<file path="config.mk">
export PLATFORM = sky130hd
export DESIGN_NAME = perf_counter_mmio_flat
export DESIGN_NICKNAME = d
export VERILOG_FILES = /design/src/rtl/perf_pkg.sv /design/src/rtl/perf_counter_mmio_if.sv /design/src/rtl/perf_event_counter.sv /design/src/rtl/perf_counter_mmio.sv /design/src/flat_wrapper.sv
export SDC_FILE = /design/constraint.sdc
export NUM_CORES = 1
export LEC_CHECK = 0
export BUFFER_PORTS_ARGS = -buffer_cell sky130_fd_sc_hd__buf_4
export CORE_ASPECT_RATIO = 0.7
export CORE_MARGIN = 2
export CORE_UTILIZATION = 41
export CTS_BUF_LIST = sky130_fd_sc_hd__clkbuf_4 sky130_fd_sc_hd__clkbuf_8 sky130_fd_sc_hd__clkbuf_16
export CTS_CLUSTER_DIAMETER = 60
export DETAILED_ROUTE_END_ITERATION = 8
export GPL_TIMING_DRIVEN = 1
export RECOVER_POWER = 100
export SLEW_MARGIN = 20
export SYNTH_ARGS = -nofsm -noshare
export SYNTH_HDL_FRONTEND = slang
export SYNTH_HIERARCHICAL = 1
export SYNTH_SLANG_ARGS = --single-unit
</file>
<file path="constraint.sdc">
create_clock -name clk -period 4.5 [get_ports clk]
set_clock_uncertainty 0.05 [all_clocks]
set_input_delay 0.9 -clock clk [delete_from_list [all_inputs] [get_ports clk]]
set_output_delay 0.9 -clock clk [all_outputs]
set_load 0.02 [all_outputs]
</file>
<file path="src/rtl/perf_pkg.sv">
// -----------------------------------------------------------------------------
// perf_pkg
// Shared types and address-map constants for the perf_counter_mmio block.
//   perf_state_t      : bus response FSM states (IDLE, RESP)
//   PERF_ADDR_STRIDE  : byte distance between consecutive counters
//   PERF_INDEX_LSB/MSB: bit range of the byte address that selects a counter
// -----------------------------------------------------------------------------
package perf_pkg;

    typedef enum logic {
        IDLE = 1'b0,
        RESP = 1'b1
    } perf_state_t;

    localparam int PERF_ADDR_STRIDE = 4;
    localparam int PERF_INDEX_LSB   = 2;
    localparam int PERF_INDEX_MSB   = 7;

endpackage

</file>
<file path="src/rtl/perf_counter_mmio_if.sv">
// -----------------------------------------------------------------------------
// perf_counter_mmio_if
// CPU data-memory bus as seen by the counter bank.
//   address : byte address of the access
//   read    : read request, held until resp
//   write   : write request, held until resp
//   wdata   : write data (contents do not matter to the counter bank)
//   rdata   : read data returned with resp
//   resp    : single-cycle response strobe
// modport master : requester side (CPU / arbiter)
// modport slave  : responder side (counter bank)
// -----------------------------------------------------------------------------
interface perf_counter_mmio_if;

    logic [31:0] address;
    logic        read;
    logic        write;
    logic [31:0] wdata;
    logic [31:0] rdata;
    logic        resp;

    modport master (
        output address,
        output read,
        output write,
        output wdata,
        input  rdata,
        input  resp
    );

    modport slave (
        input  address,
        input  read,
        input  write,
        input  wdata,
        output rdata,
        output resp
    );

endinterface

</file>
<file path="src/rtl/perf_event_counter.sv">
// -----------------------------------------------------------------------------
// perf_event_counter
// One event counter: counts rising edges of a level event strobe.
// Build option: define PERF_SATURATE_EN to make the counter stick at all-ones
// instead of wrapping to zero.
//   clk      : system clock, rising edge
//   reset_n  : synchronous active-low reset (clears counter and edge register)
//   event_in : level event strobe
//   clear    : clear request from a bus write; wins over a same-edge increment
//   count    : current counter value
// -----------------------------------------------------------------------------
module perf_event_counter #(
    parameter int WIDTH = 16
) (
    input  logic             clk,
    input  logic             reset_n,
    input  logic             event_in,
    input  logic             clear,
    output logic [WIDTH-1:0] count
);

    logic             prev_q;
    logic             prev_d;
    logic [WIDTH-1:0] count_q;
    logic [WIDTH-1:0] count_d;
    logic             rise;

    always_comb begin
        prev_d  = event_in;
        rise    = event_in & ~prev_q;
        count_d = count_q;
        // The edge register always tracks the input, even when a clear wins,
        // so an event already high at the clear edge is not counted again.
        if (clear) begin
            count_d = '0;
        end else if (rise) begin
`ifdef PERF_SATURATE_EN
            if (count_q != {WIDTH{1'b1}}) begin
                count_d = count_q + WIDTH'(1);
            end
`else
            count_d = count_q + WIDTH'(1);
`endif
        end
    end

    always_ff @(posedge clk) begin
        if (!reset_n) begin
            prev_q  <= 1'b0;
            count_q <= '0;
        end else begin
            prev_q  <= prev_d;
            count_q <= count_d;
        end
    end

    assign count = count_q;

endmodule

</file>
<file path="src/rtl/perf_counter_mmio.sv">
// -----------------------------------------------------------------------------
// perf_counter_mmio
// Memory-mapped bank of NUM_EVENTS edge-counting event counters on the CPU
// data-memory bus. A load from BASE_ADDR + 4*i returns counter i zero-extended
// to 32 bits; a store to the same address clears it (store data is ignored).
// Build option: PERF_SATURATE_EN (saturating instead of wrapping counters,
// implemented inside perf_event_counter).
//   clk     : system clock, rising edge
//   reset_n : synchronous active-low reset
//   events  : level event strobes, one per counter
//   mem     : bus slave port (address/read/write/wdata in, rdata/resp out)
// -----------------------------------------------------------------------------
module perf_counter_mmio
    import perf_pkg::*;
#(
    parameter int          NUM_EVENTS = 8,
    parameter int          WIDTH      = 16,
    parameter logic [31:0] BASE_ADDR  = 32'hFFFF_FF00
) (
    input  logic                  clk,
    input  logic                  reset_n,
    input  logic [NUM_EVENTS-1:0] events,
    perf_counter_mmio_if.slave    mem
);

    localparam int IDX_W = PERF_INDEX_MSB - PERF_INDEX_LSB + 1;

    logic [WIDTH-1:0]      counts [NUM_EVENTS];
    logic [NUM_EVENTS-1:0] clear;
    logic [IDX_W-1:0]      index;
    logic                  hit;
    logic [WIDTH-1:0]      sel_count;

    perf_state_t           state_q;
    perf_state_t           state_d;
    logic [31:0]           rdata_q;
    logic [31:0]           rdata_d;

    // Counter bank
    for (genvar g = 0; g < NUM_EVENTS; g++) begin : g_cnt
        perf_event_counter #(
            .WIDTH (WIDTH)
        ) u_cnt (
            .clk      (clk),
            .reset_n  (reset_n),
            .event_in (events[g]),
            .clear    (clear[g]),
            .count    (counts[g])
        );
    end

    // Address decode: page match, word aligned, and index inside the bank.
    // The index is widened by one bit so NUM_EVENTS = 64 still compares cleanly.
    assign index = mem.address[PERF_INDEX_MSB:PERF_INDEX_LSB];
    assign hit   = (mem.address[31:PERF_INDEX_MSB+1] == BASE_ADDR[31:PERF_INDEX_MSB+1])
                && (mem.address[PERF_INDEX_LSB-1:0] == '0)
                && ({1'b0, index} < (IDX_W+1)'(NUM_EVENTS));

    // Read mux over the pre-update counter values
    always_comb begin
        sel_count = '0;
        for (int i = 0; i < NUM_EVENTS; i++) begin
            if (index == IDX_W'(i)) begin
                sel_count = counts[i];
            end
        end
    end

    // Response FSM: accept in IDLE, respond for exactly one cycle in RESP.
    // Write takes precedence when read and write are both asserted.
    always_comb begin
        state_d = state_q;
        rdata_d = rdata_q;
        clear   = '0;
        case (state_q)
            IDLE: begin
                if (hit && (mem.read || mem.write)) begin
                    state_d = RESP;
                    if (mem.write) begin
                        clear = NUM_EVENTS'(1) << index;
                    end else begin
                        rdata_d              = '0;
                        rdata_d[WIDTH-1:0]   = sel_count;
                    end
                end
            end
            RESP: begin
                state_d = IDLE;
            end
            default: begin
                state_d = IDLE;
            end
        endcase
    end

    always_ff @(posedge clk) begin
        if (!reset_n) begin
            state_q <= IDLE;
            rdata_q <= '0;
        end else begin
            state_q <= state_d;
            rdata_q <= rdata_d;
        end
    end

    assign mem.resp  = (state_q == RESP);
    assign mem.rdata = rdata_q;

endmodule

</file>
<file path="src/flat_wrapper.sv">
// flat-port wrapper written by rule: the top's interface ports become plain ports
module perf_counter_mmio_flat import perf_pkg::*;
#(
    parameter int          NUM_EVENTS = 8,
    parameter int          WIDTH      = 16,
    parameter logic [31:0] BASE_ADDR  = 32'hFFFF_FF00
)
  (clk, reset_n, events, mem_address, mem_read, mem_write, mem_wdata, mem_rdata, mem_resp);
  perf_counter_mmio_if mem_i ();
  input  logic clk;
  input  logic reset_n;
  input  logic [NUM_EVENTS-1:0] events;
  input wire logic [$bits(mem_i.address)-1:0] mem_address;
  input wire logic [$bits(mem_i.read)-1:0] mem_read;
  input wire logic [$bits(mem_i.write)-1:0] mem_write;
  input wire logic [$bits(mem_i.wdata)-1:0] mem_wdata;
  output wire logic [$bits(mem_i.rdata)-1:0] mem_rdata;
  output wire logic [$bits(mem_i.resp)-1:0] mem_resp;
  assign mem_i.address = mem_address;
  assign mem_i.read = mem_read;
  assign mem_i.write = mem_write;
  assign mem_i.wdata = mem_wdata;
  assign mem_rdata = mem_i.rdata;
  assign mem_resp = mem_i.resp;
  perf_counter_mmio #(.NUM_EVENTS(NUM_EVENTS), .WIDTH(WIDTH), .BASE_ADDR(BASE_ADDR)) u_core (.clk(clk), .reset_n(reset_n), .events(events), .mem(mem_i));
endmodule
</file>
==> results.json, run 1 <==
{
  "r2r_start": "u_core/mem.resp",
  "num_rows": 42,
  "combPwrFrac": 0.059,
  "end_kind": "flip-flop",
  "synth-adder-area-share": 0.0123,
  "holdCritStartpoint": "u_core/g_cnt[7].u_cnt/count[15]",
  "fin_area_um2": 9220,
  "critical_path.top_delay_family": "simple AND/OR/NAND/NOR gates",
  "worst_pin_slew_ns": 1.97,
  "cp-start-kind": "input port",
  "yosys.area_share.simple": 0.295,
  "antenna_cells": 0,
  "cts.repair.resized": 0,
  "hold_ws_ns": 0.443,
  "grt_max_degree": 48,
  "slew_violations": 42,
  "die_w_um": 172,
  "maxCapViolCount": 1,
  "clk_pin_slew_worst_paths_ns": 0.07,
  "nNetsFinal": 1072,
  "reg2reg_depth": 8,
  "final.setup.tns_ns": 0,
  "cts_tree": "done",
  "drcViolationCount": 0,
  "cts_setup_buffers": 0,
  "p_int_mw": 2.30,
  "cpMostUsedCell": "nor4_1",
  "die-area_um2": 20900,
  "leakagePower_nw": 3.29,
  "hold_class": "reg2reg",
  "first_pass_iters": 7,
  "setup_violations": 0,
  "place_inst": 1233,
  "hold_depth": 2,
  "clk_latency_ns": 0.42,
  "pin_count": 109,
  "reg2reg_to": "u_core/g_cnt[1].u_cnt/count[12]",
  "ys_seq_elements": 153,
  "p_sw_uw": 723,
  "hold_buffers": 0,
  "finalCritPeriodShare": 0.814,
  "violations": "max-capacitance violations, max-slew violations",
  "clkPwrFrac": 0.481,
  "dpl.hpwl_um": 15100,
  "vias": 6984,
  "min_to": "u_core/g_cnt[7].u_cnt/count[15]",
  "final_antenna_net_count": 0,
  "yosysSeqAreaShare": 0.378,
  "synth_top_family_by_area": "simple AND/OR/NAND/NOR gates",
  "grt_pass1_wl_um": 33400,
  "gp_congestion": 0.840,
  "syn_to_final_growth_pct": 13.7,
  "drt-total-wl_um": 21100,
  "critPathSlowestCell": "or3_1",
  "period_needed_ns": 3.66,
  "htreeDepth": 4,
  "swShare": 0.239,
  "start_util": 0.424,
  "relSlewSlack": -0.314,
  "fillerInstances": 1876,
  "netlist_area_um2": 8110,
  "status": "finished with violations",
  "yosysUniqueCellTypes": 47,
  "cts_buffer_depth": 2,
  "synth_compound_area_frac": 0.127,
  "ir_drop_uv": 225,
  "crit_path_max_incr_delay_ns": 0.61,
  "die_h_um": 122,
  "yosysWarningCount": 6,
  "p_seq_frac": 0.460,
  "hold_viol": 0,
  "worstPathArrival_ns": 3.92,
  "worstPathCellList": "clkbuf_4 -> or3_1 -> nor4_1 -> nand3_1 -> nor4_1 -> nand2b_1 -> clkbuf_1 -> or4_1 -> o21ai_0",
  "seqCellArea_um2": 3060,
  "syn-instance-count": 941,
  "rrSetupSlack_ns": 1.59,
  "grt_usage": 0.207,
  "avgSynthCellArea_um2": 8.62,
  "cts.sinks": 153,
  "drtIter0Drc": 658,
  "final_cells": 1265,
  "core_um2": 19100,
  "rsz0062_at_grt": "false",
  "wl_per_cell_um": 16.7,
  "synth.area.mux_share": 0.0498,
  "port_buffers": 60,
  "fmax_ghz": 0.273,
  "crit_type": "in2reg",
  "grt_pass1_vias": 6108,
  "cp.required_ns": 4.75,
  "path_max_fanout": 16,
  "power_mw": 3.03,
  "cts_root_buf": "clkbuf_16",
  "drive_gt1_frac": 0.119,
  "synth-xor-area-share": 0.0864,
  "multiInputGateArea_um2": 4680,
  "dpl_cell_area_um2": 8710,
  "cts_buffers": 17,
  "grt_overflow": 0,
  "critical_path_buf_inv_count": 2,
  "power.density_nw_per_um2": 328,
  "viasPerCell": 5.52,
  "antenna_found_initial": 1
}
==> layer usage <==
metal | track usage | part of all wire
met5 | 0 | 0
met4 | 0.0520 | 0.013
met3 | 0.0442 | 0.064
met2 | 0.274 | 0.39
met1 | 0.331 | 0.53
==> power groups by stage <==
stage	Clock, mW	Sequential, mW	Combinational [mW]
final	1.46	1.39	0.178
after global routing	1.54	1.39	0.196
after CTS	1.48	1.39	0.181
after detailed placement	0	1.42	0.180
after global placement	0	1.42	0.178
after floorplan	0	1.42	0.129
==> synth_stat cells, drive strengths merged <==
library cell / instances / share of area
nor2b: 17 / 0.013
o2111a: 1 / 0.0014
a21oi: 38 / 0.023
ha: 8 / 0.012
nand4: 39 / 0.045
a221o: 13 / 0.016
nand3b: 13 / 0.012
nor4b: 1 / 0.0011
inv: 24 / 0.011
xnor2: 8 / 0.0086
o21ai: 88 / 0.054
xor2: 72 / 0.078
clkbuf: 28 / 0.013
and4b: 17 / 0.025
a31oi: 16 / 0.012
nand4bb: 1 / 0.0014
nand2b: 10 / 0.0077
conb: 1 / 0.00046
nand2: 75 / 0.035
nand4b: 1 / 0.0011
mux2: 3 / 0.0042
buf: 31 / 0.027
or3: 33 / 0.026
nand3: 45 / 0.033
o2bb2ai: 3 / 0.0032
and2: 16 / 0.012
and4: 16 / 0.020
a221oi: 13 / 0.014
or4: 8 / 0.0074
nor4: 7 / 0.0062
nor2: 99 / 0.046
dfxtp: 153 / 0.38
nor3: 3 / 0.0039
mux2i: 37 / 0.046
o22ai: 3 / 0.0023
==> sequential cells by signal, summed over array words and instances (netlist names) <==
signal                     cells
u_core/mem.resp                1
u_core/g_cnt.u_cnt/count     128
u_core/mem.rdata              16
u_core/g_cnt.u_cnt/prev_q      8
==> cells in the final DEF (no fill, tap or decap), types with 23 or more instances in the layout <==
master,synthesis,layout
a21oi_1,38,38
or3_1,32,33
nand3_1,37,37
nand4_1,31,31
inv_1,24,24
xor2_1,72,72
nand2_1,75,75
dfxtp_1,153,153
o21ai_0,80,88
buf_4,20,48
nor2_1,98,98
mux2i_1,37,37
clkbuf_1,28,23
==> cell type report <==
cell class              instances  share of cell area
multi-input cells             720               0.508
flip-flops and latches        153               0.332
well taps                     264              0.0358
clock inverters                12              0.0153
inverters                      24             0.00977
repair buffers                 72              0.0493
clock buffers                  20              0.0500
==> worst register-to-register path, delay by kind of cell, from the launching register on <==
kind	cells	cell delay [ns]
and+or+nand+nor	6	1.79
AOI/OAI and AO/OA	1	0.07
DFF	1	0.31
buffers and inverters	1	0.57
==> how the worst max path moves through the flow <==
stage                        start                               to  slack, ns  cells past startpoint
CTS                 mem_address[5]   u_core/g_cnt[0].u_cnt/count[0]       1.29                      8
detailed placement  mem_address[5]   u_core/g_cnt[0].u_cnt/count[0]       0.85                      8
global route               reset_n  u_core/g_cnt[3].u_cnt/count[12]       0.56                      4
global placement    mem_address[5]   u_core/g_cnt[0].u_cnt/count[1]       0.88                      8
floorplan           mem_address[5]   u_core/g_cnt[0].u_cnt/count[0]       1.52                      8
finish              mem_address[5]  u_core/g_cnt[1].u_cnt/count[12]       0.84                      9
==> stage by stage <==
step / setup slack [ns] / util
2_1_floorplan: 1.52 / -
3_3_place_gp: 0.880 / 0.456
3_5_place_dp: 0.848 / 0.456
4_1_cts: 1.29 / 0.487
5_1_grt: 0.561 / 0.482
6_report: 0.837 / 0.482
==> cell families after synthesis <==
family                     after synthesis
DFF                                    153
adders and majority gates                8
buffers and inverters                   83
AOI/OAI and AO/OA                      175
other                                    1
and+or+nand+nor                        401
muxes                                   40
xor gates and xnor gates                80
Note: power is estimated with default switching activity, not from simulation.
==> run 2, diff against run 1 <==
==> constraint.sdc (replaced) <==
create_clock -name clk -period 3.05 [get_ports clk]
set_clock_uncertainty 0.05 [all_clocks]
set_input_delay 0.61 -clock clk [delete_from_list [all_inputs] [get_ports clk]]
set_output_delay 0.61 -clock clk [all_outputs]
set_load 0.02 [all_outputs]
==> results.json, run 2 (same netlist as run 1, synthesis figures left out) <==
{
  "clk_latency_ns": 0.43,
  "critPathSlowestCell": "or3_1",
  "die-area_um2": 20900,
  "grt_overflow": 0,
  "wl_per_cell_um": 16.6,
  "fmax_ghz": 0.368,
  "finalCritPeriodShare": 0.892,
  "critical_path_buf_inv_count": 3,
  "power.density_nw_per_um2": 477,
  "htreeDepth": 4,
  "cts_buffer_depth": 2,
  "gp_congestion": 0.801,
  "grt_usage": 0.208,
  "cp-start-kind": "input port",
  "crit_type": "in2reg",
  "antenna_found_initial": 0,
  "ir_drop_uv": 338,
  "grt_pass1_wl_um": 33500,
  "worstPathCellList": "clkbuf_4 -> or3_1 -> nor4_1 -> nand3_1 -> clkbuf_1 -> nor3_1 -> nand2b_1 -> clkbuf_2 -> nor2_1",
  "drtIter0Drc": 537,
  "hold_ws_ns": 0.359,
  "final_antenna_net_count": 0,
  "leakagePower_nw": 3.36,
  "vias": 6907,
  "drcViolationCount": 0,
  "cts_tree": "done",
  "drive_gt1_frac": 0.130,
  "core_um2": 19100,
  "die_h_um": 122,
  "violations": "max-capacitance violations, max-slew violations",
  "fillerInstances": 1896,
  "period_needed_ns": 2.72,
  "cts.repair.resized": 0,
  "cts_setup_buffers": 0,
  "final.setup.tns_ns": 0,
  "drt-total-wl_um": 21200,
  "slew_violations": 33,
  "dpl.hpwl_um": 15400,
  "final_cell_mix": "dfxtp_1 (153), nor2_1 (98), o21ai_0 (88)",
  "die_w_um": 172,
  "viasPerCell": 5.42,
  "syn_to_final_growth_pct": 15.0,
  "grt_max_degree": 38,
  "worstPathArrival_ns": 2.97,
  "maxCapViolCount": 1,
  "pin_count": 109,
  "final_util": 0.487,
  "hold_viol": 0,
  "clk_pin_slew_worst_paths_ns": 0.06,
  "cts_root_buf": "clkbuf_16",
  "cp.required_ns": 3.30,
  "crit_path_max_incr_delay_ns": 0.38,
  "cts.sinks": 153,
  "dpl_cell_area_um2": 8840,
  "status": "finished with violations",
  "fin_area_um2": 9320,
  "path_max_fanout": 13,
  "hold_class": "in2reg",
  "largest_reg_flops": 128,
  "grt_pass1_vias": 6176,
  "rsz0062_at_grt": "false",
  "relSlewSlack": -0.125,
  "start_util": 0.424,
  "port_buffers": 60,
  "setup_violations": 0,
  "critical_path.top_delay_family": "simple AND/OR/NAND/NOR gates",
  "worst_pin_slew_ns": 1.69,
  "power_mw": 4.45,
  "end_kind": "flip-flop",
  "hold_buffers": 0,
  "final_common_cell": "dfxtp_1",
  "first_pass_iters": 6,
  "num_rows": 42,
  "cts_buffers": 17,
  "nNetsFinal": 1082,
  "antenna_cells": 0
}
run 2: cell types whose count changed in the layout (fill, tap and decap cells not counted), sizes merged:
| cell | change |
|---|---|
| inv | -1 |
| clkinvlp | -2 |
| buf | +8 |
| clkinv | +5 |
run 2: worst paths after layout:
check / to / cells after the start / slack [ns] / from
setup / recovery: u_core/g_cnt[2].u_cnt/count[3] / 9 / 0.33 / mem_address[5]
setup reg to reg: u_core/g_cnt[2].u_cnt/count[3] / 8 / 0.41 / u_core/mem.resp
hold reg to reg: u_core/g_cnt[5].u_cnt/count[15] / 2 / 0.44 / u_core/g_cnt[5].u_cnt/count[15]
hold / removal: u_core/g_cnt[4].u_cnt/prev_q / 2 / 0.36 / events[4]
run 2: area by class of cell:
type,instances,area (um^2),area share
repair buffers,82,577,0.0619
inverters,24,90.1,0.00966
well taps,264,330,0.0354
clock inverters,14,150,0.0161
clock buffers,18,433,0.0464
flip-flops and latches,153,3060,0.329
multi-input cells,720,4680,0.502
run 2: report_power, final:
| group | internal (mW) | switching [mW] | total, mW |
|---|---|---|---|
| sequential | 2.02 | 0.0287 | 2.05 |
| combinational | 0.117 | 0.158 | 0.275 |
| clock | 1.22 | 0.903 | 2.12 |
run 2: routing by layer:
metal  share of wire  vias to the layer above  global-route usage  routed length [um]
met1            0.54                     3218               0.332               11500
met4           0.014                        0              0.0614                 290
met5               0                        -                   0                   0
met2            0.39                      188               0.277                8200
li1                -                     3480                   -                   -
met3           0.060                       21              0.0387                1270
run 2: stage by stage:
| stage | cells | setup WS [ns] |
|---|---|---|
| after floorplan | 956 | 0.358 |
| after global placement | 1243 | 0.118 |
| after detailed placement | 1243 | 0.0838 |
| after CTS | 1275 | 0.518 |
| after global routing | 1275 | 0.140 |
| final | 1275 | 0.330 |
